**config.mk**
```make
export PLATFORM = sky130hd
export DESIGN_NAME = multi_pattern_scanner_flat
export DESIGN_NICKNAME = d
export VERILOG_FILES = /design/src/rtl/multi_pattern_scanner_if.sv /design/src/rtl/multi_pattern_scanner.sv /design/src/flat_wrapper.sv
export SDC_FILE = /design/constraint.sdc
export NUM_CORES = 1
export LEC_CHECK = 0
export CAP_MARGIN = 20
export CORE_ASPECT_RATIO = 1.5
export CORE_MARGIN = 2
export CORE_UTILIZATION = 48
export DETAILED_ROUTE_END_ITERATION = 12
export GPL_ROUTABILITY_DRIVEN = 1
export HOLD_SLACK_MARGIN = 0.1
export PLACE_DENSITY = 0.75
export SYNTH_ARGS = -nofsm -noshare
export SYNTH_HDL_FRONTEND = slang
export SYNTH_SLANG_ARGS = --single-unit
```
**constraint.sdc**
```tcl
create_clock -name clk -period 2 [get_ports clk]
set_input_delay 0.2 -clock clk [delete_from_list [all_inputs] [get_ports clk]]
set_output_delay 0.2 -clock clk [all_outputs]
set_load 0.05 [all_outputs]
```
**src/rtl/multi_pattern_scanner_if.sv**
```systemverilog
// multi_pattern_scanner_if: start/done handshake, pattern set, ROM port and results of the scanner.
// The slave modport is the scanner side; the master modport is the controller/ROM side.
interface multi_pattern_scanner_if #(
  parameter int SYM_W   = 4,
  parameter int PAT_LEN = 3,
  parameter int NUM_PAT = 6,
  parameter int ADDR_W  = 8,
  parameter int CNT_W   = 8
);
  logic                                       start;
  logic [NUM_PAT-1:0][PAT_LEN-1:0][SYM_W-1:0] pat;
  logic [ADDR_W-1:0]                          rom_addr;
  logic [SYM_W-1:0]                           rom_data;
  logic                                       busy;
  logic                                       done;
  logic [NUM_PAT-1:0][CNT_W-1:0]              cnt;
  logic [NUM_PAT-1:0]                         sat;
  modport master(output start, pat, rom_data, input rom_addr, busy, done, cnt, sat);
  modport slave(input start, pat, rom_data, output rom_addr, busy, done, cnt, sat);
endinterface

```
**src/rtl/multi_pattern_scanner.sv**
```systemverilog
// multi_pattern_scanner: counts NUM_PAT patterns of PAT_LEN symbols in parallel over a sync ROM stream.
// Define OVERLAP_EN to count every window match; by default matches of one pattern never overlap.
module multi_pattern_scanner #(
  parameter int SYM_W   = 4,
  parameter int PAT_LEN = 3,
  parameter int NUM_PAT = 6,
  parameter int ADDR_W  = 8,
  parameter int CNT_W   = 8
) (
  input logic clk,
  input logic rst,
  multi_pattern_scanner_if.slave bus
);
  typedef enum logic [1:0] {IDLE, PRIME, SCAN, FIN} state_t;
  localparam int FW = $clog2(PAT_LEN + 1);
  localparam logic [SYM_W-1:0] END_SYM = '1;
  localparam logic [ADDR_W-1:0] ADDR_MAX = '1;
  localparam logic [CNT_W-1:0] CNT_MAX = '1;
  localparam logic [FW-1:0] FULL = FW'(PAT_LEN);
  state_t state_q, state_d;
  logic [ADDR_W-1:0] addr_q, addr_d;
  logic last_q, last_d;
  logic [NUM_PAT-1:0][PAT_LEN-1:0][SYM_W-1:0] pat_q, pat_d;
  logic [PAT_LEN-1:0][SYM_W-1:0] win_q, win_d;
  logic [PAT_LEN:0][SYM_W-1:0] win_ext;
  logic [FW-1:0] fill_q, fill_d;
  logic end_q, end_d;
  logic [NUM_PAT-1:0][CNT_W-1:0] cnt_q, cnt_d;
  logic [NUM_PAT-1:0] sat_q, sat_d, hit;
  logic is_end;
`ifndef OVERLAP_EN
  localparam logic [FW-1:0] BLK_INIT = FW'(PAT_LEN - 1);
  logic [NUM_PAT-1:0][FW-1:0] blk_q, blk_d;
`endif
  assign win_ext = {bus.rom_data, win_q};
  assign is_end = bus.rom_data == END_SYM;
  assign bus.rom_addr = addr_q;
  assign bus.busy = state_q == PRIME || state_q == SCAN;
  assign bus.done = state_q == FIN;
  assign bus.cnt = cnt_q;
  assign bus.sat = sat_q;
  always_comb begin
    state_d = state_q;
    addr_d = addr_q;
    last_d = last_q;
    pat_d = pat_q;
    win_d = win_q;
    fill_d = fill_q;
    end_d = end_q;
    cnt_d = cnt_q;
    sat_d = sat_q;
    hit = '0;
`ifndef OVERLAP_EN
    blk_d = blk_q;
`endif
    case (state_q)
      IDLE: if (bus.start) begin
        state_d = PRIME;
        pat_d = bus.pat;
        addr_d = '0;
        last_d = 1'b0;
        win_d = '0;
        fill_d = '0;
        end_d = 1'b0;
        cnt_d = '0;
        sat_d = '0;
`ifndef OVERLAP_EN
        blk_d = '0;
`endif
      end
      PRIME: begin
        addr_d = ADDR_W'(1);
        state_d = SCAN;
      end
      SCAN: begin
        addr_d = addr_q == ADDR_MAX ? addr_q : addr_q + 1'b1;
        last_d = addr_q == ADDR_MAX;
        if (!is_end) begin
          win_d = win_ext[PAT_LEN:1];
          fill_d = fill_q == FULL ? fill_q : fill_q + 1'b1;
          end_d = 1'b0;
          for (int p = 0; p < NUM_PAT; p++) begin
`ifdef OVERLAP_EN
            hit[p] = fill_d == FULL && win_d == pat_q[p];
`else
            hit[p] = fill_d == FULL && win_d == pat_q[p] && blk_q[p] == '0;
            blk_d[p] = hit[p] ? BLK_INIT : blk_q[p] != '0 ? blk_q[p] - 1'b1 : '0;
`endif
            cnt_d[p] = hit[p] && cnt_q[p] != CNT_MAX ? cnt_q[p] + 1'b1 : cnt_q[p];
            sat_d[p] = sat_q[p] | (hit[p] && cnt_q[p] == CNT_MAX);
          end
        end else begin
          // a separator: nothing before it may combine with anything after it
          win_d = '0;
          fill_d = '0;
          end_d = 1'b1;
`ifndef OVERLAP_EN
          blk_d = '0;
`endif
        end
        state_d = (is_end && end_q) || last_q ? FIN : SCAN;
      end
      FIN: state_d = IDLE;
      default: state_d = IDLE;
    endcase
  end
  always_ff @(posedge clk) begin
    if (rst) begin
      state_q <= IDLE;
      addr_q <= '0;
      last_q <= 1'b0;
      pat_q <= '0;
      win_q <= '0;
      fill_q <= '0;
      end_q <= 1'b0;
      cnt_q <= '0;
      sat_q <= '0;
`ifndef OVERLAP_EN
      blk_q <= '0;
`endif
    end else begin
      state_q <= state_d;
      addr_q <= addr_d;
      last_q <= last_d;
      pat_q <= pat_d;
      win_q <= win_d;
      fill_q <= fill_d;
      end_q <= end_d;
      cnt_q <= cnt_d;
      sat_q <= sat_d;
`ifndef OVERLAP_EN
      blk_q <= blk_d;
`endif
    end
  end
endmodule

```
**src/flat_wrapper.sv**
```systemverilog
// flat-port wrapper written by rule: the top's interface ports become plain ports
module multi_pattern_scanner_flat 
#(
  parameter int SYM_W   = 4,
  parameter int PAT_LEN = 3,
  parameter int NUM_PAT = 6,
  parameter int ADDR_W  = 8,
  parameter int CNT_W   = 8
)
  (clk, rst, bus_start, bus_pat, bus_rom_data, bus_rom_addr, bus_busy, bus_done, bus_cnt, bus_sat);
  multi_pattern_scanner_if #(.SYM_W(SYM_W), .PAT_LEN(PAT_LEN), .NUM_PAT(NUM_PAT), .ADDR_W(ADDR_W), .CNT_W(CNT_W)) bus_i ();
  input logic clk;
  input logic rst;
  input wire logic [$bits(bus_i.start)-1:0] bus_start;
  input wire logic [$bits(bus_i.pat)-1:0] bus_pat;
  input wire logic [$bits(bus_i.rom_data)-1:0] bus_rom_data;
  output wire logic [$bits(bus_i.rom_addr)-1:0] bus_rom_addr;
  output wire logic [$bits(bus_i.busy)-1:0] bus_busy;
  output wire logic [$bits(bus_i.done)-1:0] bus_done;
  output wire logic [$bits(bus_i.cnt)-1:0] bus_cnt;
  output wire logic [$bits(bus_i.sat)-1:0] bus_sat;
  assign bus_i.start = bus_start;
  assign bus_i.pat = bus_pat;
  assign bus_i.rom_data = bus_rom_data;
  assign bus_rom_addr = bus_i.rom_addr;
  assign bus_busy = bus_i.busy;
  assign bus_done = bus_i.done;
  assign bus_cnt = bus_i.cnt;
  assign bus_sat = bus_i.sat;
  multi_pattern_scanner #(.SYM_W(SYM_W), .PAT_LEN(PAT_LEN), .NUM_PAT(NUM_PAT), .ADDR_W(ADDR_W), .CNT_W(CNT_W)) u_core (.clk(clk), .rst(rst), .bus(bus_i));
endmodule
```
==> results.yml, run 1 <==
hold_path:
  min_to: "u_core.bus.sat[1]$_SDFFE_PP0P_"
  hold-path-cell-count: 5
  hp-class: "primary input to flip-flop"
  min_from: "rst"
logic_synthesis:
  synth_cell_type_count: 63
  async_flop_share_pct: 0
  synth_flop_cell: "dfxtp_1"
  synth_area_leaders: "dfxtp_1 41%, nand2_1 9.9%, xnor2_1 7.7%"
  synth_seq_area_share_pct: 41.24
  synth_top_area_share_pct: 41.24
  synth_fa_ha_area_share_pct: 1.772
  synth_top_family_by_area: "simple AND/OR/NAND/NOR gates"
  synth_top_cell_by_area: "dfxtp_1"
  yosys.area_share.simple_pct: 27.58
  synth_seq_cells: 160
  synth_xor_area_share_pct: 8.215
  syn_nets: 1066
  netlist_area_mm2: 0.007767
  yosys-top-cells-count: "205 x nand2_1, 160 x dfxtp_1, 114 x a21oi_1, 68 x xnor2_1, 64 x nand3_1"
  muxShareOfSynthArea_pct: 0.1289
  synth_compound_area_share_pct: 16.80
  yosys_warnings: 0
  synthCells: 976
  synth-edff-count: 0
  syn_avg_cell_area_um2: 7.958
  yosysMostFrequentCell: "nand2_1"
pwr:
  p_sw_mw: 3.307
  sw_frac_of_total_pct: 34.24
  p_leak_nw: 4.115
  power_density_mw_per_mm2: 865.4
  power_frac_seq_pct: 38.2
  power_mw: 9.658
  internal-power_mw: 6.351
  share_comb_of_total_power_pct: 30.2
  irDropWorstVdd_v: 0.0006781
  p_clk_share_pct: 31.6
worst_setup_path:
  ff2ff_setup_slack_ns: -0.08
  worst-path-max-fanout: 6
  timing.rr.start: "u_core.win_ext[7]$_SDFFE_PP0P_"
  timing.rr.end: "u_core.bus.cnt[40]$_SDFFE_PP0P_"
  critPathKind: "flip-flop to flip-flop"
  crit_arrival_ns: 2.43
  reg2reg_depth: 7
  cp_slowest_stage_delay_ns: 0.48
  end_kind: "flip-flop"
  worstPathRequired_ns: 2.35
  path_cells: "buf_4 > xnor2_4 > nand4_1 > nor4_4 > nand2_2 > or3_1 > a21oi_1"
  crit_path_start_kind: "flip-flop"
  cpMaxStageDelayCell: "nor4_4"
floorplanning:
  die_y_um: 159.8
  initial_core_util_pct: 48.41
  core_area_mm2: 0.01605
  rows: 57
  io_pins: 143
  die_area_mm2: 0.01724
  fp.dieW_um: 107.9
finish:
  antenna_cells: 0
  nets: 1289
  drive_gt1_share_pct: 20.46
  final_core_util_pct: 69.55
  syn_to_final_growth_pct: 43.69
  layoutNonFillerInstCount: 1418
clocking:
  cts_tree: "done"
  h-tree-depth: 4
  clkLatencyLatePin_ns: 0.44
  cts_buffer_depth: 2
  cts-buffers-inserted: 17
  cts_sinks: 160
  cts.clk_slew.worst_paths_ns: 0.07
  clock-root-buffer: "clkbuf_16"
route:
  vias: 7990
  drtAntennaViolNets: 0
  finalWirelength_mm: 23.47
  viasPerCell: 5.635
  wire_per_inst_um: 16.55
  drc_errors: 0
  dr.pass1.iters: 5
  drt-initial-drc-count: 534
global_route:
  grt_first_pass_wirelength_mm: 35.62
  grt_pass1_vias: 7468
  grt_start_max_net_pins: 82
  antenna_found_initial: 0
  grt_overflow_total: 0
  grt_use_total_pct: 25.75
timing:
  period_share_pct: 104.1
  drv_slew: 0
  worstMarginPinSlew_ns: 0.8761
  setup_violations: 6
  holdWs_ns: 0.3050
  max_slew_margin_pct: 41.59
  setup_ws_ns: -0.08244
  fin_crit_ns: 2.082
  skew_ns: 0.008995
  fmax_mhz: 480.2
  finalHoldViolCount: 0
  rsz0062_at_grt: "yes"
status:
  failed_checks: "negative setup slack"
  status: "finished, violations left"
placement:
  port_buffers: 142
  hpwl_mm: 16.01
  gp_congestion: 0.8995
  dp_cells: 1364
job:
  cap_violations: 0
-- state kept, by name (all words and copies together) (netlist names) --
register	flops
u_core.pat_q	72
u_core.bus.cnt	48
u_core.blk_q	12
u_core.bus.rom_addr	8
u_core.win_ext	8
u_core.bus.sat	6
u_core.fill_q	2
u_core.state_q	2
u_core.end_q	1
u_core.last_q	1
-- layer usage --
metal  vias to the layer above  global-route usage (%)  wire length (um)
li1                       3854                       -                 -
met5                         -                       0                 0
met2                       331                   45.31             12290
met3                        83                   4.122              1094
met1                      3722                   29.87              9100
met4                         0                   12.47               987
-- stage by stage --
step | setup slack, ns | TNS, ns | area [um2]
2_1_floorplan | -0.04711 | -0.06396 | 7789
3_3_place_gp | -0.3866 | -14.54 | 9962
3_5_place_dp | -0.4482 | -17.23 | 9962
4_1_cts | 0.001765 | 0 | 10610
5_1_grt | -0.1481 | -1.955 | 11160
6_report | -0.08244 | -0.2421 | 11160
-- layout make-up --
| type | count | area [um2] |
|---|---|---|
| Clock buffer | 19 | 442.9 |
| Clock inverter | 13 | 105.1 |
| Fill cell | 1258 | 4886 |
| Inverter | 11 | 43.79 |
| Multi-Input combinational cell | 745 | 4644 |
| Sequential cell | 160 | 3248 |
| Tap cell | 206 | 257.7 |
| Timing Repair Buffer | 264 | 2419 |
-- worst max-delay path: cells and delay by family (launching register included) --
family / cells / cell delay [ns]
compound gates: 1 / 0.15
flops: 1 / 0.42
simple gates: 4 / 1.10
xor+xnor: 1 / 0.13
buf+inv: 1 / 0.19
-- power by group through the flow --
stage | Clock, mW | Combinational, mW | Sequential (mW)
floorplan | 0 | 1.62 | 3.65
global placement | 0 | 2.56 | 3.71
detailed placement | 0 | 2.60 | 3.71
CTS | 3.06 | 2.64 | 3.65
global route | 3.20 | 3.15 | 3.70
finish | 3.05 | 2.92 | 3.69
-- worst max path at each step --
| stage | startpoint | end | slack, ns | depth (start not counted) |
|---|---|---|---|---|
| final | u_core.win_ext[7]$_SDFFE_PP0P_ | u_core.bus.cnt[40]$_SDFFE_PP0P_ | -0.08 | 7 |
| after global routing | u_core.win_ext[4]$_SDFFE_PP0P_ | u_core.bus.cnt[38]$_SDFFE_PP0P_ | -0.15 | 8 |
| after CTS | u_core.state_q[1]$_SDFFE_PP0P_ | u_core.bus.cnt[26]$_SDFFE_PP0P_ | 0.002 | 9 |
| after detailed placement | bus_rom_data[2] | u_core.bus.cnt[0]$_SDFFE_PP0P_ | -0.45 | 9 |
| after global placement | bus_rom_data[2] | u_core.bus.cnt[0]$_SDFFE_PP0P_ | -0.39 | 9 |
| after floorplan | u_core.bus.cnt[26]$_SDFFE_PP0P_ | u_core.bus.cnt[26]$_SDFFE_PP0P_ | -0.05 | 7 |
-- timing repair --
item / 4_1_cts / 5_1_grt
setup buffers: 3 / 18
gates resized for setup: 23 / 88
gates cloned: 0 / 1
setup endpoints to repair: 40 / 51
hold buffers: 0 / 0
pin swaps: 6 / 37
-- placed cells by master (no fill, tap or decap), drive strengths merged, types with 4 or more instances in the layout --
| cell type | n |
|---|---|
| nand3 | 65 |
| clkdlybuf4s50 | 136 |
| a22o | 4 |
| nand3b | 9 |
| dfxtp | 160 |
| o31ai | 5 |
| nand4 | 21 |
| nand2 | 205 |
| a21o | 10 |
| a21oi | 115 |
| a22oi | 13 |
| nand2b | 12 |
| o21ai | 30 |
| nor2 | 61 |
| and3 | 18 |
| xnor2 | 69 |
| or4 | 4 |
| a31oi | 8 |
| inv | 15 |
| and2 | 6 |
| buf | 124 |
| nor3 | 10 |
| a41oi | 8 |
| nor4 | 11 |
| ha | 11 |
| clkinvlp | 6 |
| o211ai | 6 |
| clkbuf | 19 |
| or3 | 11 |
-- kinds of logic after synthesis --
logic type	Yosys count
fa+ha+maj	11
mux	1
simple gates	444
xor+xnor	72
flops	160
compound gates	217
buf+inv	71
No activity file was read; power rests on OpenSTA's default activity.
==> inputs of run 2 (changes only) <==
--- a/config.mk
+++ b/config.mk
@@ -6,7 +6,7 @@
 export NUM_CORES = 1
 export LEC_CHECK = 0
 export CAP_MARGIN = 20
-export CORE_ASPECT_RATIO = 1.5
+export CORE_ASPECT_RATIO = 1.25
 export CORE_MARGIN = 2
 export CORE_UTILIZATION = 48
 export DETAILED_ROUTE_END_ITERATION = 12
==> run 2 against run 1 <==
The flow now finishes without violations. Count of clock-buffer cells in the layout fell by 2. Global-route usage fell by 0.23 points. Clock power increased by 7.5%. Critical endpoint is now u_core.bus.cnt[32]$_SDFFE_PP0P_. Die area about the same. Largest cell class unchanged. Clock skew rose by 0.0016 ns.
==> results.yml, run 2 (synthesis gave the netlist of run 1 again) <==
timing:
  period_share_pct: 99.75
  max_slew_margin_pct: 64.98
  finalHoldViolCount: 0
  setup_tns_ns: 0
  worstMarginPinSlew_ns: 0.5237
  setup_ws_ns: 0.004992
  skew_ns: 0.01062
  fmax_mhz: 501.3
  setup_violations: 0
  rsz0062_at_grt: "yes"
  drv_slew: 0
  fin_crit_ns: 1.995
global_route:
  grt_pass1_vias: 7517
  antenna_found_initial: 0
  grt_use_total_pct: 25.52
  grt_start_max_net_pins: 109
  grt_overflow_total: 0
  grt_first_pass_wirelength_mm: 36.17
placement:
  hpwl_mm: 15.76
  place_ws_ns: -0.4283
  port_buffers: 142
  gp_congestion: 0.8682
finish:
  top_register: "u_core.pat_q"
  syn_to_final_growth_pct: 44.35
  largest_register_ffs: 72
  nets: 1275
  antenna_cells: 0
  drive_gt1_share_pct: 19.78
  final_core_util_pct: 70.05
  fillers: 1257
  layout_commonest_cell: "nand2_1"
  mostFrequentLayoutCells: "199 x nand2_1, 142 x dfxtp_1, 132 x clkdlybuf4s50_1"
clocking:
  h-tree-depth: 4
  cts_buffer_depth: 2
  cts_tree: "done"
  cts_sinks: 160
  cts.clk_slew.worst_paths_ns: 0.07
  cts-buffers-inserted: 17
  clkLatencyLatePin_ns: 0.43
  clock-root-buffer: "clkbuf_16"
worst_setup_path:
  end_kind: "flip-flop"
  critPathKind: "flip-flop to flip-flop"
  crit_path_start_kind: "flip-flop"
  crit_arrival_ns: 2.32
  worst-path-max-fanout: 5
  worstPathRequired_ns: 2.32
hold_path:
  hp-class: "primary input to flip-flop"
route:
  dr.pass1.iters: 5
  met1_length_mm: 9.487
  viasPerCell: 5.607
  drc_errors: 0
  drt-initial-drc-count: 550
  wl_met2_mm: 12.10
  drtAntennaViolNets: 0
  finalWirelength_mm: 23.42
  vias: 7929
  wl_met3_mm: 1.324
  top_layer_used: "met4"
  wire_per_inst_um: 16.56
job:
  cap_violations: 0
floorplanning:
  fp.dieW_um: 117.8
  rows: 52
  io_pins: 143
  initial_core_util_pct: 48.53
  die_y_um: 146.2
  core_area_mm2: 0.01601
  die_area_mm2: 0.01722
pwr:
  power_density_mw_per_mm2: 880.5
  irDropWorstVdd_v: 0.0005423
  p_leak_nw: 4.193
status:
  status: "complete, no violations"
run 2: cell types whose count changed in the layout (fill, tap and decap cells not counted), moves of 5 or more:
| cell | delta |
|---|---|
| buf_4 | -18 |
| buf_12 | +6 |
| clkinvlp_4 | -6 |
| xnor2_1 | +6 |
| xnor2_2 | -6 |
| dlymetal6s2s_1 | +5 |
| nor2_1 | -5 |
| nor2_2 | +5 |
run 2: repair_timing:
action | in CTS | in global routing
hold buffers | 1 | 0
setup buffers | 3 | 6
pin swaps | 8 | 28
endpoints found under the setup margin | 29 | 50
hold endpoints to repair | 6 | 0
gates resized for setup | 19 | 99
run 2: final cells by class:
cell class | instances | area [um2] | share of cell area, %
timing repair buffer | 250 | 2400 | 21.40
clock inverter | 15 | 158.9 | 1.417
sequential | 160 | 3241 | 28.90
tap | 216 | 270.3 | 2.410
inverter | 11 | 46.29 | 0.4129
clock buffer | 17 | 425.4 | 3.794
multi-input combinational | 745 | 4671 | 41.66
run 2: final timing paths:
| path | start | to | slack, ns | cells after the start |
|---|---|---|---|---|
| worst max-delay path | u_core.win_ext[10]$_SDFFE_PP0P_ | u_core.bus.cnt[32]$_SDFFE_PP0P_ | 0.005 | 9 |
| worst min-delay path | bus_pat[26] | u_core.pat_q[26]$_SDFFE_PP0P_ | 0.31 | 3 |
| worst max register to register | u_core.win_ext[10]$_SDFFE_PP0P_ | u_core.bus.cnt[32]$_SDFFE_PP0P_ | 0.005 | 9 |
| worst min register to register | u_core.last_q$_SDFFE_PP0P_ | u_core.last_q$_SDFFE_PP0P_ | 0.45 | 2 |
run 2: routing by layer:
| metal | vias to the layer above | track usage, % |
|---|---|---|
| met5 | - | 0 |
| met4 | 0 | 9.157 |
| met3 | 43 | 5.234 |
| met2 | 297 | 44.13 |
| met1 | 3761 | 31.44 |
| li1 | 3828 | - |
run 2: stage by stage:
| step | std cells | power, mW | hold slack (ns) | instance area (um2) |
|---|---|---|---|---|
| after floorplan | 976 | 5.279 | 0.3360 | 7789 |
| after global placement | 1372 | 6.222 | 0.4399 | 10020 |
| after detailed placement | 1372 | 6.271 | 0.4454 | 10020 |
| after CTS | 1408 | 9.603 | 0.2987 | 10720 |
| after global routing | 1414 | 10.30 | 0.3215 | 11210 |
| final | 1414 | 9.872 | 0.3096 | 11210 |
run 2: power breakdown:
part | internal [mW] | total [mW] | switching, mW
Clock | 1.78 | 3.28 | 1.50
Sequential | 3.44 | 3.68 | 0.241
Combinational | 1.26 | 2.92 | 1.65
Total | 6.48 | 9.87 | 3.39
run 2: critical path, cell delays in order, from the launching register on:
cell and delay [ns]:
dfxtp_2 0.38, buf_4 0.19, xnor2_4 0.13, nand4_1 0.14, nor4_2 0.37, buf_4 0.21
and2_4 0.15, buf_6 0.11, nor2_1 0.04, a22o_1 0.17
==> inputs of run 3 (changes only) <==
--- a/config.mk
+++ b/config.mk
@@ -6,13 +6,15 @@
 export NUM_CORES = 1
 export LEC_CHECK = 0
 export CAP_MARGIN = 20
-export CORE_ASPECT_RATIO = 1.25
+export CORE_ASPECT_RATIO = 0.5
 export CORE_MARGIN = 2
 export CORE_UTILIZATION = 48
+export CTS_CLUSTER_DIAMETER = 60
 export DETAILED_ROUTE_END_ITERATION = 12
 export GPL_ROUTABILITY_DRIVEN = 1
 export HOLD_SLACK_MARGIN = 0.1
 export PLACE_DENSITY = 0.75
+export SKIP_LAST_GASP = 1
 export SYNTH_ARGS = -nofsm -noshare
 export SYNTH_HDL_FRONTEND = slang
 export SYNTH_SLANG_ARGS = --single-unit
==> run 3 against run 2 <==
The run now ends with negative setup slack left. Non-clock buffer count is 18 higher. Count of clock-buffer cells in the layout is 2 higher. Critical path depth stayed put. Clock skew is 0.0047 ns higher. Total power hardly changed. Register-to-register slack worse by 0.09 ns.
==> results.yml, run 3 (synthesis gave the netlist of run 1 again) <==
status:
  status: "finished, violations left"
  failed_checks: "negative setup slack"
timing:
  finalHoldViolCount: 0
  setup_violations: 10
  fmax_mhz: 479.5
  period_share_pct: 104.3
  setup_tns_ns: -0.2957
  rsz0062_at_grt: "yes"
  max_slew_margin_pct: 62.95
  setup_ws_ns: -0.08557
  worstMarginPinSlew_ns: 0.5540
  holdWs_ns: 0.3220
  fin_crit_ns: 2.086
  skew_ns: 0.01537
  drv_slew: 0
route:
  finalWirelength_mm: 24.79
  vias: 8136
  drtAntennaViolNets: 0
  drt-initial-drc-count: 745
  wire_per_inst_um: 17.47
  viasPerCell: 5.734
  drc_errors: 0
  dr.pass1.iters: 5
worst_setup_path:
  worstPathRequired_ns: 2.35
  worst-path-max-fanout: 4
  cp_slowest_stage_delay_ns: 0.52
  crit_path_start_kind: "flip-flop"
  crit_buf_inv: 3
  timing.rr.end: "u_core.bus.cnt[19]$_SDFFE_PP0P_"
  reg2reg_depth: 9
  cpMaxStageDelayCell: "or4b_4"
  timing.rr.start: "u_core.state_q[0]$_SDFFE_PP0P_"
  cp_top_family: "simple AND/OR/NAND/NOR gates"
  ff2ff_setup_slack_ns: -0.09
  crit_arrival_ns: 2.44
  critPathKind: "flip-flop to flip-flop"
  path_cells: "inv_2 > ha_4 > mux2i_4 > buf_4 > a21oi_2 > buf_4 > nand3_4 > or4b_4 > a21oi_2"
  end_kind: "flip-flop"
clocking:
  clock-root-buffer: "clkbuf_16"
  cts_buffer_depth: 2
  cts_sinks: 160
  cts_tree: "done"
  cts-buffers-inserted: 17
  cts.clk_slew.worst_paths_ns: 0.07
  h-tree-depth: 4
  clkLatencyLatePin_ns: 0.43
placement:
  hpwl_mm: 16.41
  gp_congestion: 0.8800
  placed_area_mm2: 0.01003
  port_buffers: 142
  place_ws_ns: -0.3812
hold_path:
  hold-path-cell-count: 3
  min_to: "u_core.pat_q[28]$_SDFFE_PP0P_"
  min_from: "bus_pat[28]"
  hp-class: "primary input to flip-flop"
finish:
  nets: 1293
  mostFrequentLayoutCells: "201 x nand2_1, 142 x dfxtp_1, 138 x clkdlybuf4s50_1"
  antenna_cells: 0
  final_core_util_pct: 72.68
  top_register: "u_core.pat_q"
  regArea_mm2: 0.003246
  fillers: 1119
  layout_commonest_cell: "nand2_1"
  multiInputGateArea_mm2: 0.004703
  syn_to_final_growth_pct: 46.12
  drive_gt1_share_pct: 21.56
  largest_register_ffs: 72
  fin_area_mm2: 0.01135
floorplanning:
  die_y_um: 93.95
  rows: 32
  core_area_mm2: 0.01562
  fp.dieW_um: 183.9
  initial_core_util_pct: 49.74
  io_pins: 143
  die_area_mm2: 0.01728
pwr:
  p_leak_nw: 4.197
  irDropWorstVdd_v: 0.0007130
  power_density_mw_per_mm2: 869.9
global_route:
  grt_first_pass_wirelength_mm: 37.94
  grt_overflow_total: 0
  grt_start_max_net_pins: 107
  antenna_found_initial: 0
  grt_use_total_pct: 27.57
  grt_pass1_vias: 7689
job:
  cap_violations: 0
[run 3: changes by cell type in the layout (fill, tap and decap cells not counted), sizes merged, moves of 3 or more]
cell and change:
clkdlybuf4s50 +6, buf +18, inv -8, dlymetal6s2s -5, clkinv +3
[run 3: layer usage]
layer / routed length [um] / GRT usage (%)
met1: 10800 / 37.11
met2: 11720 / 45.91
met3: 1918 / 4.457
met4: 351 / 8.000
met5: 0 / 0
[run 3: worst max-delay path by stage]
stage	from	endpoint	slack, ns	depth (start not counted)
after floorplan	u_core.bus.cnt[26]$_SDFFE_PP0P_	u_core.bus.cnt[26]$_SDFFE_PP0P_	-0.05	7
after global placement	bus_rom_data[2]	u_core.bus.cnt[19]$_SDFFE_PP0P_	-0.33	9
after detailed placement	bus_rom_data[2]	u_core.bus.cnt[19]$_SDFFE_PP0P_	-0.38	9
after CTS	u_core.win_ext[5]$_SDFFE_PP0P_	u_core.bus.cnt[19]$_SDFFE_PP0P_	-0.05	7
after global routing	u_core.win_ext[5]$_SDFFE_PP0P_	u_core.bus.cnt[26]$_SDFFE_PP0P_	-0.16	8
final	u_core.state_q[0]$_SDFFE_PP0P_	u_core.bus.cnt[19]$_SDFFE_PP0P_	-0.09	9
[run 3: tightest hold or removal path, delay by kind of cell]
kind / cells / cell delay, ns
compound gates: 1 / 0.05
buf+inv: 1 / 0.40
simple gates: 1 / 0.06
[run 3: final cells by class]
cell class | instances | area share [%]
timing repair buffer | 268 | 22.29
clock inverter | 12 | 1.135
clock buffer | 19 | 3.903
sequential | 160 | 28.60
inverter | 11 | 0.3858
tap | 204 | 2.249
multi-input combinational | 745 | 41.44
[run 3: timing repair]
action | in CTS | in global routing
pin swaps | 7 | 37
buffers inserted | 5 | 15
gates resized for setup | 29 | 102
setup endpoints to repair | 74 | 66
gates cloned | 1 | 0
hold buffers | 1 | 0
hold endpoints to repair | 8 | 0
[run 3: stage by stage]
step | power [mW] | std cells
2_1_floorplan | 5.279 | 976
3_3_place_gp | 6.231 | 1367
3_5_place_dp | 6.296 | 1367
4_1_cts | 9.528 | 1405
5_1_grt | 10.25 | 1419
6_report | 9.873 | 1419
[run 3: power breakdown]
group	total (mW)	internal, mW	switching (mW)
Combinational	3.01	1.31	1.70
Clock	3.20	1.77	1.42
Sequential	3.67	3.43	0.231
